<file path="src/rtl/osc_pkg.sv">
`default_nettype none
// ============================================================================
// Module   : osc_pkg
// Purpose  : Shared constants for the oscillator bank: control bit indices,
//            noise LFSR seed/taps and the noise sample bit selection.
// Revision : 1.0 - initial release
// ============================================================================
package osc_pkg;

    localparam int CTRL_SYNC = 1;
    localparam int CTRL_RING = 2;
    localparam int CTRL_TEST = 3;

    localparam int                    LFSR_WIDTH  = 23;
    localparam logic [LFSR_WIDTH-1:0] LFSR_SEED   = 23'h7FFFF8;
    localparam int                    LFSR_TAP_HI = 22;
    localparam int                    LFSR_TAP_LO = 17;

    // Eight scattered LFSR bits form the top of the 12-bit noise sample.
    function automatic logic [11:0] noise_sample(input logic [LFSR_WIDTH-1:0] lfsr);
        return {lfsr[20], lfsr[18], lfsr[14], lfsr[11],
                lfsr[9],  lfsr[5],  lfsr[2],  lfsr[0], 4'b0000};
    endfunction

endpackage
`default_nettype wire

</file>
<file path="src/rtl/osc_voice.sv">
`default_nettype none
// ============================================================================
// Module   : osc_voice
// Purpose  : One oscillator voice: phase accumulator, delayed MSB, registered
//            pulse comparator and (with OSC_BANK_NOISE_EN) a 23-bit noise LFSR.
// Revision : 1.0 - initial release
// ============================================================================
module osc_voice
    import osc_pkg::*;
#(
    parameter int ACC_WIDTH  = 24,
    parameter int FREQ_WIDTH = 16,
    parameter int PW_WIDTH   = 12
) (
    input  logic                  clk,
    input  logic                  rst,
    input  logic                  i_clk_en,
    input  logic                  i_sync,
    input  logic                  i_ring,
    input  logic                  i_test,
    input  logic [FREQ_WIDTH-1:0] i_freq,
    input  logic [PW_WIDTH-1:0]   i_pw,
    input  logic                  src_msb,
    input  logic                  src_msb_d1,
    output logic                  msb,
    output logic                  o_msb_d1,
    output logic                  o_ring_msb,
    output logic                  o_pulse,
    output logic [ACC_WIDTH-1:0]  o_acc,
    output logic [11:0]           o_noise
);

    logic [ACC_WIDTH-1:0] r_acc;
    logic                 r_msb_d1;
    logic                 r_pulse;
    logic [ACC_WIDTH-1:0] w_acc_next;
    logic                 w_src_rise;
    logic                 w_pulse_next;

    // Sync looks only at registered source state, so it never cascades within a tick.
    always_comb begin
        w_src_rise = src_msb & ~src_msb_d1;
        w_acc_next = r_acc + ACC_WIDTH'(i_freq);
        if (i_test || (i_sync && w_src_rise)) begin
            w_acc_next = '0;
        end
        w_pulse_next = i_test | (w_acc_next[ACC_WIDTH-1 -: PW_WIDTH] >= i_pw);
    end

    always_ff @(posedge clk or negedge rst) begin
        if (!rst) begin
            r_acc    <= '0;
            r_msb_d1 <= 1'b0;
            r_pulse  <= 1'b0;
        end else if (i_clk_en) begin
            r_acc    <= w_acc_next;
            r_msb_d1 <= r_acc[ACC_WIDTH-1];
            r_pulse  <= w_pulse_next;
        end
    end

    assign msb        = r_acc[ACC_WIDTH-1];
    assign o_msb_d1   = r_msb_d1;
    assign o_ring_msb = msb ^ (i_ring & src_msb);
    assign o_pulse    = r_pulse;
    assign o_acc      = r_acc;

`ifdef OSC_BANK_NOISE_EN
    logic [LFSR_WIDTH-1:0] r_lfsr;
    logic                  w_noise_step;

    assign w_noise_step = ~r_acc[ACC_WIDTH-5] & w_acc_next[ACC_WIDTH-5];

    always_ff @(posedge clk or negedge rst) begin
        if (!rst) begin
            r_lfsr <= LFSR_SEED;
        end else if (i_clk_en) begin
            if (i_test) begin
                r_lfsr <= LFSR_SEED;
            end else if (w_noise_step) begin
                r_lfsr <= {r_lfsr[LFSR_WIDTH-2:0], r_lfsr[LFSR_TAP_HI] ^ r_lfsr[LFSR_TAP_LO]};
            end
        end
    end

    assign o_noise = noise_sample(r_lfsr);
`else
    assign o_noise = 12'h000;
`endif

endmodule
`default_nettype wire

</file>
<file path="src/rtl/osc_bank.sv">
`default_nettype none
// ============================================================================
// Module   : osc_bank
// Purpose  : NUM_VOICES oscillator voices; voice i takes hard sync and ring
//            modulation from voice (i-1) mod NUM_VOICES. Noise LFSRs are
//            built only when OSC_BANK_NOISE_EN is defined.
// Revision : 1.0 - initial release
// ============================================================================
module osc_bank
    import osc_pkg::*;
#(
    parameter int NUM_VOICES = 3,
    parameter int ACC_WIDTH  = 24,
    parameter int FREQ_WIDTH = 16,
    parameter int PW_WIDTH   = 12
) (
    input  logic                             clk,
    input  logic                             rst,
    input  logic                             clk_en,
    input  logic [NUM_VOICES*8-1:0]          control,
    input  logic [NUM_VOICES*FREQ_WIDTH-1:0] freq,
    input  logic [NUM_VOICES*PW_WIDTH-1:0]   pw,
    output logic [NUM_VOICES*ACC_WIDTH-1:0]  acc_out,
    output logic [NUM_VOICES-1:0]            ring_msb,
    output logic [NUM_VOICES-1:0]            pulse_out,
    output logic [NUM_VOICES*12-1:0]         noise_out
);

    logic [NUM_VOICES-1:0] w_msb;
    logic [NUM_VOICES-1:0] w_msb_d1;
    logic                  w_unused_ctrl;

    // Only SYNC, RING and TEST are meaningful; remaining control bits are reserved.
    assign w_unused_ctrl = ^control;

    for (genvar i = 0; i < NUM_VOICES; i++) begin : g_voice
        localparam int SRC_IDX = (i == 0) ? NUM_VOICES - 1 : i - 1;

        osc_voice #(
            .ACC_WIDTH  (ACC_WIDTH),
            .FREQ_WIDTH (FREQ_WIDTH),
            .PW_WIDTH   (PW_WIDTH)
        ) u_voice (
            .clk        (clk),
            .rst        (rst),
            .i_clk_en   (clk_en),
            .i_sync     (control[i*8 + CTRL_SYNC]),
            .i_ring     (control[i*8 + CTRL_RING]),
            .i_test     (control[i*8 + CTRL_TEST]),
            .i_freq     (freq[i*FREQ_WIDTH +: FREQ_WIDTH]),
            .i_pw       (pw[i*PW_WIDTH +: PW_WIDTH]),
            .src_msb    (w_msb[SRC_IDX]),
            .src_msb_d1 (w_msb_d1[SRC_IDX]),
            .msb        (w_msb[i]),
            .o_msb_d1   (w_msb_d1[i]),
            .o_ring_msb (ring_msb[i]),
            .o_pulse    (pulse_out[i]),
            .o_acc      (acc_out[i*ACC_WIDTH +: ACC_WIDTH]),
            .o_noise    (noise_out[i*12 +: 12])
        );
    end

endmodule
`default_nettype wire

</file>
<file path="config.mk">
export PLATFORM = sky130hd
export DESIGN_NAME = osc_bank
export DESIGN_NICKNAME = d
export VERILOG_FILES = /design/src/rtl/osc_pkg.sv /design/src/rtl/osc_voice.sv /design/src/rtl/osc_bank.sv
export SDC_FILE = /design/constraint.sdc
export NUM_CORES = 1
export LEC_CHECK = 0
export CAP_MARGIN = 10
export CELL_PAD_IN_SITES_DETAIL_PLACEMENT = 0
export CELL_PAD_IN_SITES_GLOBAL_PLACEMENT = 1
export CORE_MARGIN = 4
export CORE_UTILIZATION = 33
export CTS_CLUSTER_DIAMETER = 100
export DETAILED_ROUTE_END_ITERATION = 8
export PLACE_DENSITY_LB_ADDON = 0.1
export SLEW_MARGIN = 20
export SYNTH_ARGS = -nofsm -noshare
export SYNTH_HDL_FRONTEND = slang
export SYNTH_HIERARCHICAL = 1
export SYNTH_SLANG_ARGS = --single-unit
</file>
<file path="constraint.sdc">
create_clock -name clk -period 3.1 [get_ports clk]
set_clock_uncertainty 0.2 [all_clocks]
set_input_delay 0.465 -clock clk [delete_from_list [all_inputs] [get_ports clk]]
set_output_delay 0.465 -clock clk [all_outputs]
set_load 0.03 [all_outputs]
</file>
==> summary.md <==
| Metric | Value |
|---|---|
| Status | `finished, violations left` |
| Failing checks | `negative setup slack` |
| Synth Cell Area | `0.008073 sq mm` |
| Vias | `8960` |
| Async SR Flop Fraction | `100.0%` |
| Vias in the first global route | `9010` |
| Syn_area_per_cell | `8.229 sq um` |
| Hold Path Class | `input pin to async pin` |
| Comb power frac | `70.9%` |
| IO Count | `225` |
| TritonRoute pass-1 iters | `5` |
| Fillers | `2194` |
| Dpl hpwl | `23170 microns` |
| Critical path launch point type | `input pin` |
| Total Routing Usage GR | `21.51%` |
| Final non-filler cell total | `1752` |
| Clk pwr share | `12.3%` |
| Max FO, Critical Path | `3` |
| Initial antenna violation count | `1` |
| Worst Path Required | `3.13 ns` |
| Yosys top cell by area | `dfrtp_1` |
| Synth top cells by count | `nand2_1 (86), ha_1 (84), dfrtp_1 (78), a21oi_1 (73), nor2_1 (64)` |
| Fin Hold WS | `0.2701 ns` |
| EDFF count, synth | `0` |
| Sw frac | `43.32%` |
| Routed Antenna Nets | `0` |
| Layout Nets | `1626` |
| Synth warn | `6` |
| RSZ-0062 raised after global routing | `yes` |
| Clk Latency, worst-skew pair | `0.35 ns` |
| Crit path max-delay family | `compound AO/OA/AOI/OAI gates` |
| Post-layout util | `56.24%` |
| Final WL | `30140 microns` |
| Number of clock sinks | `78` |
| # DRC | `0` |
| Max_cap viols | `0` |
| Total power | `0.009126 W` |
| Worst Path Arrival | `3.34 ns` |
| H-Tree Level Count | `3` |
| Clock Pin Slew Worst Setup and Hold Paths | `0.07 ns` |
| Largest net degree at the start of global routing | `43` |
| Port bufs | `173` |
| Synth Instances | `981` |
| Slew margin rel. | `57.70%` |
| Prevailing post-synth register cell | `dfrtp_1` |
| First-pass GRT wire length | `46660 microns` |
| TritonCTS clock tree | `built` |
| CP max stage delay | `0.50 ns` |
| Worst-margin pin slew | `0.6338 ns` |
| Seq pwr share | `16.7%` |
| Syn-to-layout area delta | `65.48%` |
| Synth top area share | `24.18%` |
| Crit end category | `flop` |
| Starting Density | `33.99%` |
| # diodes | `0` |
| Post-Layout Inst Area | `0.01336 sq mm` |
| Period utilisation layout | `106.9%` |
| Die Y | `164.4 microns` |
| 1st-iter DRT viols | `447` |
| Core area | `0.02375 sq mm` |
| Most instantiated library cell after synthesis | `nand2_1` |
| Grt ovf | `0` |
| Critical path buffer and inverter count | `1` |
| Chip width | `164.4 microns` |
| TritonCTS Buffers | `9` |
| Register bit total from synthesis | `78` |
| VDD IR max | `0.4069 mV` |
| Fin. Hold Viols | `0` |
| Wirelength per Cell | `17.20 microns` |
| Share of cells above drive strength 1 | `33.57%` |
| Placed Cells | `1704` |
| Vias per cell | `5.114` |
| Critical path class | `input pin to flop` |
| Placed Instance Area | `0.01207 sq mm` |
| Row count | `56` |
| Slew Viols, Final | `0` |
| Register area share after synthesis | `24.18%` |
| Pwr/cell area | `683.1 mW/mm^2` |
| Post-route setup slack | `-0.2128 ns` |
| Die area | `0.02703 sq mm` |
| CTS Root Buffer Type | `clkbuf_16` |
| CP max-delay cell | `clkdlybuf4s50_1` |
| Min Tclk post-route | `3.313 ns` |
| Area contributors post-synth | `dfrtp_1 (24%), ha_1 (13%), a21oi_1 (4.5%), nand2_1 (4.0%), buf_4 (3.8%)` |
| Internal | `0.005173 W` |
| CP Cell Sequence | `clkdlybuf4s50_1, ha_4, a21oi_1, o21ai_0, a31oi_2, a2111oi_4, or4_1, nand2_1, ha_1, and3_1, a221oi_2, o31ai_1` |
| GP Congestion | `0.8761` |
| Achievable frequency | `0.3019 GHz` |
| CTS max path bufs | `2` |
| Final setup violating endpoints | `4` |
| Synth unique cells | `90` |
| Static Leakage | `6.132 nW` |
| P_sw | `0.003954 W` |
## sequential cells by signal, indices dropped and copies added, names as in the netlist
name / cells
g_voice.u_voice/o_pulse: 3
g_voice.u_voice/o_acc: 72
g_voice.u_voice/o_msb_d1: 3
## cell type report
type,instances,area [sq um],share of cell area [%]
sequential,78,1961,14.68
multi-input combinational,796,6412,48.00
tap,319,399.1,2.988
clock buffer,10,229.0,1.714
inverter,64,242.7,1.817
clock inverter,6,62.56,0.4683
timing repair buffer,479,4053,30.34
## layer usage
metal | vias to the layer above | global-route usage (%) | wire (microns) | part of all wire [%]
met3 | 34 | 2.745 | 1331 | 4.4
met2 | 231 | 35.83 | 14090 | 47
met1 | 4236 | 29.52 | 14240 | 47
met4 | 2 | 5.709 | 465 | 1.5
li1 | 4457 | - | - | -
met5 | - | 0 | 13 | 0.043
## metrics by stage
step | setup slack, ns | setup TNS (ns)
after floorplan | -0.2076 | -0.4818
after global placement | -0.8927 | -2.837
after detailed placement | -0.9240 | -3.162
after CTS | -0.2759 | -0.5493
after global routing | -0.3006 | -1.011
final | -0.2128 | -0.5911
## timing repair
action,4_1_cts,5_1_grt
hold endpoints to repair,46,0
resized for setup,91,72
hold buffers,1,0
buffers inserted,21,10
pin swaps,58,46
endpoints found under the setup margin,3,4
## worst paths after layout
check | start | end | slack (ns) | cells past startpoint
min in group clk | g_voice[2].u_voice/o_pulse | g_voice[2].u_voice/o_pulse | 0.29 | 2
max | freq[42] | g_voice[2].u_voice/o_pulse | -0.21 | 12
max reg2reg | g_voice[0].u_voice/o_acc[0] | g_voice[0].u_voice/o_pulse | -0.17 | 15
min | rst | g_voice[2].u_voice/o_acc[10] | 0.27 | 2
min reg2reg | g_voice[2].u_voice/o_pulse | g_voice[2].u_voice/o_pulse | 0.29 | 2
max in group asynchronous | rst | g_voice[1].u_voice/o_acc[10] | 1.72 | 3
## worst register-to-register path: stages, from the launching register on
cell	delay, ns
dfrtp_2	0.39
ha_4	0.14
inv_2	0.03
fa_2	0.34
nand2b_4	0.17
a21oi_4	0.20
o21ai_2	0.09
a21o_1	0.23
o211ai_1	0.23
nand2_1	0.09
ha_2	0.18
a21o_1	0.15
a21o_1	0.17
a211oi_2	0.26
nand3_1	0.11
o21a_1	0.19
## cell families after synthesis
| group | count (synthesis) | share of synthesized area [%] |
|---|---|---|
| flops | 78 | 24.18 |
| compound gates | 326 | 28.98 |
| mux | 7 | 0.9299 |
| buf+inv | 140 | 8.943 |
| simple gates | 303 | 19.05 |
| fa+ha+maj | 87 | 13.76 |
| xor+xnor | 37 | 4.014 |
| other cells | 3 | 0.1395 |
## power by group through the flow
stage | Clock (W) | Sequential, W | Combinational (W)
floorplan | 0 | 0.00194 | 0.00267
global placement | 0 | 0.00148 | 0.00580
detailed placement | 0 | 0.00149 | 0.00580
CTS | 0.00116 | 0.00150 | 0.00618
global route | 0.00120 | 0.00157 | 0.00699
finish | 0.00113 | 0.00153 | 0.00647
## cells in the final DEF, fill, tap and decap left out, types with 11 or more instances in the layout
| cell | count |
|---|---|
| buf_4 | 302 |
| xnor2_1 | 28 |
| nor3_1 | 21 |
| inv_1 | 57 |
| ha_1 | 43 |
| o21ai_0 | 31 |
| a21oi_1 | 51 |
| a21oi_2 | 19 |
| clkdlybuf4s50_1 | 144 |
| ha_4 | 37 |
| nor2_1 | 56 |
| o21a_1 | 21 |
| nand4_1 | 23 |
| nand2b_1 | 11 |
| o211ai_1 | 12 |
| nand3_1 | 22 |
| a22o_1 | 23 |
| o2bb2ai_1 | 14 |
| conb_1 | 36 |
| dlygate4sd2_1 | 16 |
| a21o_1 | 27 |
| and3_1 | 11 |
| o21ai_1 | 14 |
| dfrtp_1 | 71 |
| nand2_1 | 83 |
Note: power is estimated with default switching activity, not from simulation.
